==> src/rtl/led_seq_pkg.sv <==
// Shared encodings for the LED pattern sequencer: modes, register map, STATUS layout.
package led_seq_pkg;

    typedef enum logic [2:0] {
        ModeStatic = 3'd0,
        ModeBlink  = 3'd1,
        ModeRotate = 3'd2,
        ModeBounce = 3'd3,
        ModeCount  = 3'd4
    } mode_e;

    localparam logic [1:0] AddrCtrl    = 2'd0;
    localparam logic [1:0] AddrPattern = 2'd1;
    localparam logic [1:0] AddrPeriod  = 2'd2;
    localparam logic [1:0] AddrStatus  = 2'd3;

    localparam int unsigned PeriodRst = 12500000;

    localparam int unsigned StatusRunningBit = 9;
    localparam int unsigned StatusDirBit     = 10;
    localparam int unsigned StatusStepsLsb   = 16;

endpackage

==> src/rtl/led_pattern_sequencer_if.sv <==
// Avalon-MM slave bus of the LED pattern sequencer.
interface led_pattern_sequencer_if;
    logic [1:0]  address;
    logic        chipselect;
    logic        write_n;
    logic [31:0] writedata;
    logic [31:0] readdata;

    modport master (
        output address, chipselect, write_n, writedata,
        input  readdata
    );

    modport slave (
        input  address, chipselect, write_n, writedata,
        output readdata
    );
endinterface

==> src/rtl/led_seq_prescaler.sv <==
// Step-period prescaler: one-cycle tick every PERIOD clocks while running.
module led_seq_prescaler (
    input  logic        clk,
    input  logic        reset,
    input  logic        run,
    input  logic        clear,
    input  logic [23:0] period,
    output logic        tick
);
    logic [23:0] count_q;
    logic [23:0] last;

    // A period of zero steps every clock, same as one.
    assign last = (period == 24'd0) ? 24'd0 : period - 24'd1;
    assign tick = run && !clear && (count_q >= last);

    always_ff @(posedge clk) begin
        if (reset || clear || !run) begin
            count_q <= 24'd0;
        end else if (count_q >= last) begin
            count_q <= 24'd0;
        end else begin
            count_q <= count_q + 24'd1;
        end
    end
endmodule

==> src/rtl/led_pattern_sequencer.sv <==
// Avalon-MM LED sequencer: register file, pattern stepping logic and read mux.
module led_pattern_sequencer
    import led_seq_pkg::*;
#(
    parameter int unsigned WIDTH      = 9,
    parameter int unsigned PERIOD_RST = PeriodRst
) (
    input  logic                 clk,
    input  logic                 reset,
    led_pattern_sequencer_if.slave bus,
    output logic [WIDTH-1:0]     out_port
);
    logic             en_q;
    logic [2:0]       mode_q;
    logic [WIDTH-1:0] pattern_q;
    logic [23:0]      period_q;
    logic [WIDTH-1:0] work_q;
    logic             dir_q;
    logic [15:0]      steps_q;

    logic             wr, wr_ctrl, wr_pattern, wr_period;
    logic             reload, is_static, running, tick;
    logic [WIDTH-1:0] reload_pattern, work_step;
    logic             dir_step;
    logic [31:0]      status, rdata;
    logic             unused_wdata;

    assign wr         = bus.chipselect && !bus.write_n;
    assign wr_ctrl    = wr && (bus.address == AddrCtrl);
    assign wr_pattern = wr && (bus.address == AddrPattern);
    assign wr_period  = wr && (bus.address == AddrPeriod);
    assign reload     = wr_ctrl || wr_pattern;
    assign unused_wdata = ^bus.writedata[31:24];

    // Reserved codes 5..7 behave exactly like STATIC.
    assign is_static = (mode_q == ModeStatic) || (mode_q > ModeCount);
    assign running   = en_q && !is_static;
    assign reload_pattern = wr_pattern ? bus.writedata[WIDTH-1:0] : pattern_q;

    led_seq_prescaler u_prescaler (
        .clk    (clk),
        .reset  (reset),
        .run    (running),
        .clear  (reload || wr_period),
        .period (period_q),
        .tick   (tick)
    );

    always_comb begin
        work_step = work_q;
        dir_step  = dir_q;
        case (mode_q)
            ModeBlink:  work_step = work_q ^ pattern_q;
            ModeRotate: work_step = {work_q[WIDTH-2:0], work_q[WIDTH-1]};
            ModeBounce: begin
                if (!dir_q && work_q[WIDTH-1]) begin
                    dir_step  = 1'b1;
                    work_step = work_q >> 1;
                end else if (dir_q && work_q[0]) begin
                    dir_step  = 1'b0;
                    work_step = work_q << 1;
                end else if (dir_q) begin
                    work_step = work_q >> 1;
                end else begin
                    work_step = work_q << 1;
                end
            end
            ModeCount:  work_step = work_q + WIDTH'(1);
            default:    ;
        endcase
    end

    always_ff @(posedge clk) begin
        if (reset) begin
            en_q      <= 1'b0;
            mode_q    <= 3'd0;
            pattern_q <= '0;
            period_q  <= 24'(PERIOD_RST);
            work_q    <= '0;
            dir_q     <= 1'b0;
            steps_q   <= 16'd0;
        end else begin
            if (wr_ctrl)    {mode_q, en_q} <= bus.writedata[3:0];
            if (wr_pattern) pattern_q <= bus.writedata[WIDTH-1:0];
            if (wr_period)  period_q <= bus.writedata[23:0];
            // A bus write always beats a coincident tick.
            if (reload) begin
                work_q  <= reload_pattern;
                dir_q   <= 1'b0;
                steps_q <= 16'd0;
            end else if (is_static) begin
                work_q <= pattern_q;
            end else if (tick) begin
                work_q  <= work_step;
                dir_q   <= dir_step;
                steps_q <= steps_q + 16'd1;
            end
        end
    end

    always_comb begin
        status = '0;
        status[WIDTH-1:0]              = work_q;
        status[StatusRunningBit]       = running;
        status[StatusDirBit]           = dir_q;
        status[StatusStepsLsb +: 16]   = steps_q;
        case (bus.address)
            AddrCtrl:    rdata = {28'd0, mode_q, en_q};
            AddrPattern: rdata = 32'(pattern_q);
            AddrPeriod:  rdata = {8'd0, period_q};
            default:     rdata = status;
        endcase
    end

    assign bus.readdata = rdata;
    assign out_port     = work_q;
endmodule

==> src/flat_wrapper.sv <==
// flat-port wrapper written by rule: the top's interface ports become plain ports
module led_pattern_sequencer_flat import led_seq_pkg::*;
#(
    parameter int unsigned WIDTH      = 9,
    parameter int unsigned PERIOD_RST = PeriodRst
)
  (clk, reset, out_port, bus_address, bus_chipselect, bus_write_n, bus_writedata, bus_readdata);
  led_pattern_sequencer_if bus_i ();
  input  logic clk;
  input  logic reset;
  output logic [WIDTH-1:0] out_port;
  input wire logic [$bits(bus_i.address)-1:0] bus_address;
  input wire logic [$bits(bus_i.chipselect)-1:0] bus_chipselect;
  input wire logic [$bits(bus_i.write_n)-1:0] bus_write_n;
  input wire logic [$bits(bus_i.writedata)-1:0] bus_writedata;
  output wire logic [$bits(bus_i.readdata)-1:0] bus_readdata;
  assign bus_i.address = bus_address;
  assign bus_i.chipselect = bus_chipselect;
  assign bus_i.write_n = bus_write_n;
  assign bus_i.writedata = bus_writedata;
  assign bus_readdata = bus_i.readdata;
  led_pattern_sequencer #(.WIDTH(WIDTH), .PERIOD_RST(PERIOD_RST)) u_core (.clk(clk), .reset(reset), .bus(bus_i), .out_port(out_port));
endmodule
==> config.mk <==
export PLATFORM = sky130hd
export DESIGN_NAME = led_pattern_sequencer_flat
export DESIGN_NICKNAME = d
export VERILOG_FILES = /design/src/rtl/led_seq_pkg.sv /design/src/rtl/led_pattern_sequencer_if.sv /design/src/rtl/led_seq_prescaler.sv /design/src/rtl/led_pattern_sequencer.sv /design/src/flat_wrapper.sv
export SDC_FILE = /design/constraint.sdc
export NUM_CORES = 1
export LEC_CHECK = 0
export ABC_AREA = 1
export CORE_ASPECT_RATIO = 1.5
export CORE_MARGIN = 2
export CORE_UTILIZATION = 35
export DETAILED_ROUTE_END_ITERATION = 10
export DONT_BUFFER_PORTS = 1
export PLACE_DENSITY = 0.48
export SLEW_MARGIN = 5
export SYNTH_ARGS = -nofsm -noshare
export SYNTH_HDL_FRONTEND = slang
export SYNTH_SLANG_ARGS = --single-unit
==> constraint.sdc <==
create_clock -name clk -period 7.3 [get_ports clk]
set_clock_uncertainty 0.2 [all_clocks]
set_input_delay 0.365 -clock clk [delete_from_list [all_inputs] [get_ports clk]]
set_output_delay 0.365 -clock clk [all_outputs]
set_load 0.02 [all_outputs]
==> qor.csv <==
stage,metric,value,unit
sta,fin_crit_sh,0.613,
sta,relSlewSlack,0.293,
sta,min_period,4.47,ns
yosys,synth.distinct_cells,44,
pwr,irDropWorstVdd,0.0806,mV
run,maxCapViolations,0,
grt,grt.busiest_layer,met2,
grt,grt_pass1_wl,31.1,mm
critical_path,crit_chain,inv_1 > ha_1 > nand3_1 > nor4_1 > nand3_1 > nand3_1 > ha_1 > a21oi_1 > o21ai_0 > nor2_1 > nand4_1 > nand3b_1 > nor3b_1,
yosys,synthTopCellsByCount,"233 x nand2_1, 129 x nor2_1, 122 x inv_1",
critical_path,cp_max_fo,24,
yosys,syn_area_per_cell,6.27,µm²
grt,grt_use_met3,0.0363,
min_path,hold_depth,2,
floorplan,start_util,0.358,
yosys,synth_top_flop_cell,dfxtp_1,
clock_network,htreeDepth,3,
clock_network,cts_setup_buffers,0,
drt,drt-total-wl,19.1,mm
floorplan,die-area,0.0183,mm²
placed_design,dp_hpwl,14.8,mm
yosys,synth_fp_nets,1031,
floorplan,ios,79,
critical_path,slowest_delay,0.88,ns
grt,grt_pass1_vias,5924,
drt,final_antenna_net_count,0,
final_layout,drive_above_1_share,0.0432,
yosys,yosys-top-cells-area,"dfxtp_1 29%, nand2_1 14%, nor2_1 8.0%",
yosys,synthCells,963,
critical_path,critPathCaptureType,register,
clock_network,cts_resized,0,
yosys,synth_top_area_cell,dfxtp_1,
pwr,p_per_area,165,mW/mm²
drt,dr.pass1.iters,6,
pwr,power_leakage,2.77,nW
grt,grt.met1_usage,0.237,
floorplan,fp.dieH,165,µm
clock_network,path_clk_slew,0.06,ns
min_path,hold_class,input pin to register,
sta,setup_ws,2.83,ns
yosys,postSynth.asyncResetShare,0,
placed_design,place.gp.congestion,0.852,
status,outcome,finished clean,
yosys,yosysSeqAreaShare,0.289,
sta,tns,0,ns
floorplan,dieWidth,111,µm
sta,hold_viol,0,
critical_path,reg2regPathDepth,13,
critical_path,cp.required,7.35,ns
drt,drt_iter0_markers,267,
yosys,synth_edf_count,0,
placed_design,pre_cts_ws,2.71,ns
floorplan,core_area,0.0168,mm²
final_layout,fin_nets,1035,
grt,use_met2,0.399,
grt,grt_max_degree,40,
grt,grt_overflow,0,
final_layout,area_growth_syn_to_layout,10.3,%
floorplan,num_rows,58,
placed_design,port_buffers,0,
drt,route.detailed.drc,0,
drt,viasPerCell,5.09,
yosys,ys.warnings.count,0,
grt,antenna_found_initial,2,
critical_path,crit_path_start_kind,register,
clock_network,numCtsBuffers,9,
drt,post_drt_wl_per_cell,16.1,µm
clock_network,root_buffer,clkbuf_16,
clock_network,insertion_delay,0.36,ns
clock_network,cts_sinks,87,
yosys,synth.most_common_cell,nand2_1,
sta,fmax,223,MHz
yosys,synth_area,0.00603,mm²
sta,finalSetupViolCount,0,
critical_path,crit_type,register to register,
yosys,ys_ff_latch,87,
drt,vias,6024,
sta,drv_slew,0,
critical_path,slowest_stage,nand3b_1,
sta,rsz0062_at_grt,no,
critical_path,crit_top_cell,nand3_1,
yosys,synth_top_area_frac,0.289,
clock_network,cts_tree,done,
clock_network,hold_buffers,21,
grt,track_usage,0.214,
clock_network,cts.path.max_buffers,2,
sta,worstMarginPinSlew,1.06,ns
critical_path,arrival,4.53,ns
## final timing paths
path | startpoint | endpoint | slack (ns)
setup reg to reg | u_core.period_q[0]$_SDFFE_PP0P_ | u_core.u_prescaler.count_q[9]$_SDFF_PP0_ | 2.83
hold / removal | bus_writedata[2] | u_core.mode_q[1]$_SDFFE_PP0P_ | 0.02
hold reg to reg | u_core.u_prescaler.count_q[0]$_SDFF_PP0_ | u_core.u_prescaler.count_q[0]$_SDFF_PP0_ | 0.27
setup / recovery | u_core.period_q[0]$_SDFFE_PP0P_ | u_core.u_prescaler.count_q[9]$_SDFF_PP0_ | 2.83
## logic make-up (layout without fill, tap and decap cells)
kind of cell | count (synthesis) | count (layout) | share of synthesized area
xor gates and xnor gates | 32 | 32 | 0.0465
and+or+nand+nor | 493 | 493 | 0.349
DFF | 87 | 87 | 0.289
AOI/OAI and AO/OA | 164 | 164 | 0.152
adders and majority gates | 30 | 30 | 0.0622
other | 0 | 2 | 0
buffers and inverters | 155 | 164 | 0.0983
muxes | 2 | 2 | 0.00332
## report_power, final
group / switching, mW / internal (mW) / leakage [nW]
Combinational: 0.102 / 0.0486 / 1.94
Sequential: 0.0263 / 0.487 / 0.705
Clock: 0.206 / 0.230 / 0.126
Total: 0.334 / 0.766 / 2.77
## through the flow
step / util / hold WS (ns) / total power [mW] / instances / cell area [µm²]
floorplan: - / 0.230 / 0.627 / 963 / 6030
global route: 0.395 / 0.0132 / 1.15 / 1183 / 6660
global placement: 0.367 / 0.239 / 0.664 / 1145 / 6180
finish: 0.395 / 0.0181 / 1.10 / 1184 / 6660
detailed placement: 0.367 / 0.240 / 0.664 / 1145 / 6180
CTS: 0.395 / 0.00266 / 1.11 / 1182 / 6650
## cells in the final DEF, fill, tap and decap left out, types with 8 or more instances in the layout
cell / netlist / final
nor2_1: 129 / 129
inv_1: 122 / 122
nand4_1: 13 / 13
xor2_1: 26 / 26
or2_2: 8 / 8
o211ai_1: 12 / 12
dfxtp_1: 87 / 87
nand3_1: 65 / 65
ha_1: 30 / 30
clkbuf_16: 0 / 9
o22ai_1: 16 / 16
nand2_1: 233 / 233
a21oi_1: 69 / 69
o21ai_0: 48 / 48
nor3_1: 18 / 18
dlygate4sd3_1: 0 / 21
## routing by layer
metal,up-vias,wire (µm)
li1,3144,-
met1,2754,7720
met2,101,10100
met3,25,758
met4,0,575
met5,-,0
## layout make-up
class / count / area, µm²
Timing Repair Buffer: 22 / 218
Multi-Input combinational cell: 721 / 3700
Clock buffer: 12 / 236
Tap cell: 210 / 263
Sequential cell: 87 / 1740
Antenna cell: 2 / 5.00
Clock inverter: 4 / 22.5
Inverter: 126 / 473
Fill cell: 1915 / 10200
## sequential cells by signal, indices dropped and copies added (netlist names)
signal,cells
u_core.out_port,9
u_core.mode_q,3
u_core.period_q,24
u_core.u_prescaler.count_q,24
u_core.dir_q,1
u_core.pattern_q,9
u_core.en_q,1
u_core.steps_q,16
## critical path, delay by kind of cell (launching register included)
kind,cells,cell delay [ns]
simple gates,8,2.94
fa+ha+maj,2,0.53
flops,1,0.30
compound gates,2,0.22
buf+inv,1,0.18
No activity file was read; power rests on OpenSTA's default activity.
